### config.mk
export PLATFORM = sky130hd
export DESIGN_NAME = branch_sequencer
export DESIGN_NICKNAME = d
export VERILOG_FILES = /design/src/rtl/branch_sequencer.sv
export SDC_FILE = /design/constraint.sdc
export NUM_CORES = 1
export LEC_CHECK = 0
export CAP_MARGIN = 20
export CORE_UTILIZATION = 25
export CTS_CLUSTER_DIAMETER = 100
export CTS_CLUSTER_SIZE = 8
export DETAILED_ROUTE_END_ITERATION = 16
export PLACE_DENSITY = 0.53
export RECOVER_POWER = 50
export SYNTH_ARGS = -nofsm -noshare
export SYNTH_HDL_FRONTEND = slang
export SYNTH_SLANG_ARGS = --single-unit
### constraint.sdc
create_clock -name clk -period 1.7 [get_ports clk]
set_clock_uncertainty 0.05 [all_clocks]
set_input_delay 0.17 -clock clk [delete_from_list [all_inputs] [get_ports clk]]
set_output_delay 0.17 -clock clk [all_outputs]
set_load 0.005 [all_outputs]
### src/rtl/branch_sequencer.sv
// Control sequencer for one conditional-branch instruction (brzr/brnz/brpl/brmi).
// Walks T0..T6 issuing Moore-decoded datapath strobes, waits in T1 for memory
// with a bounded timeout, and reports completion, branch outcome and error.
//
// Ports:
//   clk, clr          clock and synchronous active-high reset
//   in_start          start one instruction (honoured only in IDLE and DONE)
//   in_mem_ready      memory read data valid this cycle
//   in_con            CON flip-flop output (branch condition)
//   out_* strobes     datapath, memory/IR and operand/ALU control strobes
//   out_busy          high while executing T0..T6
//   out_done          one-cycle completion pulse
//   out_taken         outcome of the last completed instruction
//   out_error         memory timeout flag, held until clr
//   out_state         current state code for debug
module branch_sequencer #(
    parameter int unsigned MEM_TIMEOUT = 15
) (
    input  logic       clk,
    input  logic       clr,
    input  logic       in_start,
    input  logic       in_mem_ready,
    input  logic       in_con,
    output logic       out_pc_out,
    output logic       out_mar_in,
    output logic       out_inc_pc,
    output logic       out_z_in,
    output logic       out_zlo_out,
    output logic       out_pc_in,
    output logic       out_read,
    output logic       out_mdr_in,
    output logic       out_mdr_out,
    output logic       out_ir_in,
    output logic       out_gra,
    output logic       out_r_out,
    output logic       out_con_in,
    output logic       out_y_in,
    output logic       out_c_out,
    output logic       out_alu_add,
    output logic       out_busy,
    output logic       out_done,
    output logic       out_taken,
    output logic       out_error,
    output logic [3:0] out_state
);

    typedef enum logic [3:0] {
        StIdle = 4'd0,
        StT0   = 4'd1,
        StT1   = 4'd2,
        StT2   = 4'd3,
        StT3   = 4'd4,
        StT4   = 4'd5,
        StT5   = 4'd6,
        StT6   = 4'd7,
        StDone = 4'd8,
        StErr  = 4'd9
    } state_e;

    // Last wait-counter value before T1 gives up; T1 lasts at most MEM_TIMEOUT cycles.
    localparam logic [3:0] WaitLast = 4'(MEM_TIMEOUT - 1);

    state_e     state_q, state_d;
    logic [3:0] wait_q, wait_d;
    logic       taken_q, taken_d;

    always_ff @(posedge clk) begin
        if (clr) begin
            state_q <= StIdle;
            wait_q  <= 4'd0;
            taken_q <= 1'b0;
        end else begin
            state_q <= state_d;
            wait_q  <= wait_d;
            taken_q <= taken_d;
        end
    end

    always_comb begin
        state_d = state_q;
        wait_d  = wait_q;
        taken_d = taken_q;
        unique case (state_q)
            StIdle: if (in_start) state_d = StT0;
            StT0: begin
                state_d = StT1;
                wait_d  = 4'd0;
            end
            StT1: begin
                // Ready on the final allowed cycle still wins over the timeout.
                if (in_mem_ready) begin
                    state_d = StT2;
                end else if (wait_q == WaitLast) begin
                    state_d = StErr;
                end else begin
                    wait_d = wait_q + 4'd1;
                end
            end
            StT2: state_d = StT3;
            StT3: state_d = StT4;
            StT4: state_d = StT5;
            StT5: state_d = StT6;
            StT6: begin
                state_d = StDone;
                taken_d = in_con;
            end
            StDone: state_d = in_start ? StT0 : StIdle;
            StErr:  state_d = StErr;
            default: state_d = StIdle;
        endcase
    end

    always_comb begin
        out_pc_out  = 1'b0;
        out_mar_in  = 1'b0;
        out_inc_pc  = 1'b0;
        out_z_in    = 1'b0;
        out_zlo_out = 1'b0;
        out_pc_in   = 1'b0;
        out_read    = 1'b0;
        out_mdr_in  = 1'b0;
        out_mdr_out = 1'b0;
        out_ir_in   = 1'b0;
        out_gra     = 1'b0;
        out_r_out   = 1'b0;
        out_con_in  = 1'b0;
        out_y_in    = 1'b0;
        out_c_out   = 1'b0;
        out_alu_add = 1'b0;
        unique case (state_q)
            StT0: begin
                out_pc_out = 1'b1;
                out_mar_in = 1'b1;
                out_inc_pc = 1'b1;
                out_z_in   = 1'b1;
            end
            StT1: begin
                out_zlo_out = 1'b1;
                out_pc_in   = 1'b1;
                out_read    = 1'b1;
                out_mdr_in  = 1'b1;
            end
            StT2: begin
                out_mdr_out = 1'b1;
                out_ir_in   = 1'b1;
            end
            StT3: begin
                out_gra    = 1'b1;
                out_r_out  = 1'b1;
                out_con_in = 1'b1;
            end
            StT4: begin
                out_pc_out = 1'b1;
                out_y_in   = 1'b1;
            end
            StT5: begin
                out_c_out   = 1'b1;
                out_alu_add = 1'b1;
                out_z_in    = 1'b1;
            end
            StT6: begin
                // Branch target is written back only when the condition holds.
                out_zlo_out = 1'b1;
                out_pc_in   = in_con;
            end
            default: ;
        endcase
    end

    assign out_busy  = (state_q >= StT0) && (state_q <= StT6);
    assign out_done  = (state_q == StDone);
    assign out_error = (state_q == StErr);
    assign out_taken = taken_q;
    assign out_state = state_q;

endmodule
==> results of run 1 <==
-- critical path, cell delays in order, from the launching register on --
cell and delay [ps]:
dfxtp_4 370, buf_4 160, or2_4 240, nor2_1 90, nor2_1 40, dlygate4sd2_1 250
-- layout make-up --
type | instances | area, µm²
fill | 273 | 1420
multi-input combinational | 60 | 448
timing repair buffer | 42 | 395
sequential | 9 | 195
tap | 30 | 37.5
clock buffer | 4 | 26.3
inverter | 1 | 3.75
-- through the flow --
step	setup TNS, ps	power [mW]
2_1_floorplan	0	0.466
3_3_place_gp	0	0.671
3_5_place_dp	0	0.669
4_1_cts	-1060	0.823
5_1_grt	0	0.885
6_report	0	0.829
-- what timing repair did --
item	in CTS	in global routing
resized for setup	21	20
pin swaps	0	1
setup endpoints to repair	20	10
buffers inserted	1	0
-- flip-flops by register name, summed over array words and instances, names as in the netlist --
name and count:
out_state 4, wait_q 4, out_taken 1
-- cells in the final DEF (no fill, tap or decap), drive strengths merged, types with 2 or more instances in the layout --
cell type	count
nand3	3
clkdlybuf4s50	9
o21ai	2
nand2b	4
ha	2
nor2	13
nand2	4
dfxtp	9
and3	2
xor2	3
or2	2
nor3	5
clkbuf	4
a21oi	5
dlygate4sd2	11
buf	14
nor2b	2
dlymetal6s2s	8
-- routing by layer --
| metal | vias to the layer above | wire (µm) |
|---|---|---|
| met5 | - | 0 |
| met2 | 18 | 821 |
| met4 | 0 | 10 |
| met1 | 296 | 887 |
| met3 | 3 | 91 |
| li1 | 346 | - |
-- worst paths after layout --
path / startpoint / end / cells past startpoint
worst max-delay path: out_state[2] / out_busy / 5
worst min-delay path: out_taken / out_taken / 2
worst max register to register: wait_q[0] / wait_q[0] / 5
worst min register to register: out_taken / out_taken / 2
-- logic make-up after synthesis --
kind of cell	count (synthesis)
XOR/XNOR	3
buffers and inverters	12
adder cells (fa/ha/maj)	2
AND/OR/NAND/NOR	41
flip-flops	9
multiplexers	1
AO/OA/AOI/OAI	13
-- cell usage after synthesis, types with 2 or more instances --
cell type	instances	area (µm²)
nand2b_1	4	25.0
buf_2	3	15.0
nor2_1	12	45.0
xor2_1	3	26.3
dfxtp_1	9	180
nor2b_1	2	12.5
a21oi_1	5	25.0
and3_1	2	12.5
nor3_1	2	10.0
nand2_1	3	11.3
buf_4	7	52.6
ha_1	2	25.0
nor3_2	3	30.0
nand3_1	3	15.0
-- power by group through the flow --
stage / registers [mW] / logic, mW / clock network (mW)
final: 0.255 / 0.407 / 0.166
after floorplan: 0.251 / 0.216 / 0
after global routing: 0.259 / 0.446 / 0.181
after global placement: 0.252 / 0.419 / 0
after detailed placement: 0.253 / 0.416 / 0
after CTS: 0.252 / 0.400 / 0.171
==> impl_metrics.ini, run 1 <==
[cells_and_area]
final_area_um2 = 1110
layout.cells.non_filler = 146
num_antenna_cells = 0
syn_to_final_growth_pct = 62.5
drive_above_1_share = 0.310
fin_util = 0.438
nets = 124

[logic_synthesis]
synth_cells = 81
synthArstFlopShare = 0
syn_area_um2 = 681
syn_avg_cell_area_um2 = 8.40
synth-edff-count = 0
synthAdderAreaFrac = 0.0368
synth_seq_cells = 9
synthesis.nets = 88
synth_top_family_by_area = simple AND/OR/NAND/NOR gates
ys.warnings.count = 0
synth-xor-area-share = 0.0386
ys_types = 35
yosys.area_share.simple = 0.388
synth_compound_gate_area_share = 0.136
synthMuxAreaShare = 0.0147
synth-main-ff-cell = dfxtp_1
ys_seq_area_frac = 0.265

[power]
clkPwrFrac = 0.201
pwr_density_cell_nw_per_um2 = 749
p_comb_frac = 0.491
netSwitchingFraction = 0.340
switching_power_mw = 0.282
p_int_mw = 0.547
ir_drop_mv = 0.416
leakage_nw = 0.610
p_seq_frac = 0.308

[placed_design]
dp.cells = 141
portBuffers = 28
placedInstanceArea_um2 = 1020
gp_congestion = 0.742
hpwlAfterDp_um = 1280
place_worst_setup_slack_ps = 80.3

[die]
die_w_um = 54.2
die_y_um = 54.2
fp-row-count = 18
start_util = 0.270
core_area_um2 = 2520
die_area_um2 = 2940
io-pin-count = 29

[global_route]
use_met1 = 0.178
grt_use_total = 0.127
top_usage_layer = met2
grt.overflow.total = 0
antenna_found_initial = 0
grt_first_pass_wirelength_um = 2670
grtUsageMet3 = 0.0395
grt_pass1_vias = 565
grt_start_max_net_pins = 11
gr-usage-met2 = 0.189

[clock_tree]
clk_latency_ps = 260
h-tree-depth = 1
cts.clk_slew.worst_paths_ps = 60
clockBufferDepth = 2
cts_tree = built
cts_inserted_buffers = 3
hold_buffers = 0
cts_sinks = 9
cts-root-buf = clkbuf_4

[timing]
period_minus_slack_ps = 1630
worst_pin_slew_ps = 378
slew_viol_final = 0
setup_slack_ps = 70.5
finalHoldViolCount = 0
slew_headroom = 0.747
rsz0062_at_grt = no
setup_violations = 0
max_freq_mhz = 614
fin_crit_sh = 0.959
holdWs_ps = 474

[detailed_routing]
drt.antenna.violating_nets = 0
avgViaCountPerCell = 4.54
routed_wl_um = 1810
first_iter_violations = 7
num_vias = 663
first_pass_iters = 4
drc = 0
wl_per_cell_um = 12.4

[min_path]
min_path_type = reg2reg

[worst_setup_path]
required_ps = 1480
arrival_ps = 1410
path_class = reg2out
regToRegSetupSlack_ps = 150
cp_max_fo = 6
end_kind = output pin
startpoint_type = flip-flop

[job]
drv_cap = 0

[outcome]
status = finished, final reports clean
No activity file was read; power rests on OpenSTA's default activity.
==> run 2, diff against run 1 <==
--- a/config.mk
+++ b/config.mk
@@ -12,6 +12,7 @@
 export DETAILED_ROUTE_END_ITERATION = 16
 export PLACE_DENSITY = 0.53
 export RECOVER_POWER = 50
+export SKIP_CTS_REPAIR_TIMING = 1
 export SYNTH_ARGS = -nofsm -noshare
 export SYNTH_HDL_FRONTEND = slang
 export SYNTH_SLANG_ARGS = --single-unit
==> constraint.sdc (replaced) <==
create_clock -name clk -period 1.6 [get_ports clk]
set_clock_uncertainty 0.05 [all_clocks]
set_input_delay 0.16 -clock clk [delete_from_list [all_inputs] [get_ports clk]]
set_output_delay 0.16 -clock clk [all_outputs]
set_load 0.005 [all_outputs]
==> run 2 against run 1 <==
Compared with the run above:
- wire length fell by 2.4%
- sequential cell count did not move
- clock-buffer cell count did not move
- the run now ends with setup timing left
==> impl_metrics.ini, run 2 (synthesized netlist as in run 1, its figures left out) <==
[cells_and_area]
layout_common_cells = 16 x buf_4, 11 x nor2_1, 11 x dlymetal6s2s_1
fin_util = 0.467
nets = 127
final_area_um2 = 1180
final_common_cell = buf_4
drive_above_1_share = 0.370
fill_cells = 244
num_antenna_cells = 0
layout.cells.non_filler = 149
syn_to_final_growth_pct = 73.2

[worst_setup_path]
critPathTopFamily = buffers and inverters
r2r_cells = 6
crit_buf_inv = 2
path_cells = buf_12, nor2b_2, nor2b_2, clkdlybuf4s50_1
max_stage_delay_ps = 500
arrival_ps = 1540
required_ps = 1390
end_kind = output pin
path_class = reg2out
crit_cells = 4
critical_path.slowest_cell = clkdlybuf4s50_1
critPathMostFrequentCell = nor2b_2
cp_max_fo = 13
startpoint_type = flip-flop

[placed_design]
portBuffers = 28
dp.cells = 145
place_worst_setup_slack_ps = -35.7
placedInstanceArea_um2 = 1060
gp_congestion = 0.709
hpwlAfterDp_um = 1370

[power]
pwr_density_cell_nw_per_um2 = 788
clkPwrFrac = 0.186
leakage_nw = 0.694
switching_power_mw = 0.300
netSwitchingFraction = 0.324
p_int_mw = 0.628
ir_drop_mv = 0.631
p_seq_frac = 0.289
fin_total_pwr_mw = 0.929
p_comb_frac = 0.525

[timing]
holdWs_ps = 427
setup_violations = 2
finalHoldViolCount = 0
max_freq_mhz = 570
rsz0062_at_grt = yes
period_minus_slack_ps = 1750
slew_headroom = 0.749
slew_viol_final = 0
setup_slack_ps = -153
worst_pin_slew_ps = 376
final.setup.tns_ps = -305
fin_crit_sh = 1.10

[detailed_routing]
first_pass_iters = 3
num_vias = 667
drc = 0
wl_per_cell_um = 11.9
routed_wl_um = 1770
first_iter_violations = 4
drt.antenna.violating_nets = 0
avgViaCountPerCell = 4.48

[die]
io-pin-count = 29
die_area_um2 = 2940
start_util = 0.270
core_area_um2 = 2520
die_y_um = 54.2
fp-row-count = 18
die_w_um = 54.2

[global_route]
grt_first_pass_wirelength_um = 2710
grt.overflow.total = 0
grt_use_total = 0.133
grt_start_max_net_pins = 14
antenna_found_initial = 0
grt_pass1_vias = 591

[clock_tree]
cts_tree = built
h-tree-depth = 1
cts_sinks = 9
clockBufferDepth = 2
cts_inserted_buffers = 3
cts-root-buf = clkbuf_4
cts.clk_slew.worst_paths_ps = 60
clk_latency_ps = 260

[min_path]
min_path_type = reg2reg
hold_depth = 1

[outcome]
status = complete, but fails checks
failed_checks = setup timing

[job]
drv_cap = 0
==> run 2: cell types whose count changed in the layout (fill, tap and decap cells not counted), sizes merged, moves of 2 or more <==
cell           change
dlymetal6s4s       +4
clkdlybuf4s25      +2
buf                +3
dlymetal6s2s       +3
dlygate4sd2       -11
==> run 2: per-layer routing <==
| metal | wire length, µm | vias up | GRT usage |
|---|---|---|---|
| met1 | 807 | 293 | 0.163 |
| met5 | 0 | - | 0 |
| met2 | 861 | 17 | 0.209 |
| met3 | 98 | 0 | 0.0621 |
| li1 | - | 357 | - |
| met4 | 0 | 0 | 0.0256 |
==> run 2: worst paths after layout <==
| check | start | end | slack, ps |
|---|---|---|---|
| max | out_state[0] | out_c_out | -150 |
| min reg2reg | out_state[3] | out_state[2] | 430 |
| min | out_state[3] | out_state[2] | 430 |
| max reg2reg | out_state[2] | out_state[0] | 110 |
==> run 2: worst register-to-register path, cell delays in order, from the launching register on <==
cell and delay [ps]:
dfxtp_2 360, buf_4 140, or2_4 240, buf_4 150
nor4_2 160, a211oi_2 90, and4_1 200
==> run 2: layout make-up <==
type / instances / area, µm² / area share
multi-input cells: 60 / 462 / 0.392
repair buffers: 45 / 458 / 0.389
flip-flops and latches: 9 / 191 / 0.162
well taps: 30 / 37.5 / 0.0318
clock buffers: 4 / 26.3 / 0.0223
inverters: 1 / 3.75 / 0.00318
==> run 2: power by group through the flow <==
stage                     Sequential (mW)  Combinational [mW]  Clock, mW
after CTS                           0.264               0.483      0.183
after floorplan                     0.266               0.229          0
final                               0.268               0.488      0.172
after detailed placement            0.269               0.480          0
after global placement              0.268               0.481          0
after global routing                0.271               0.532      0.201
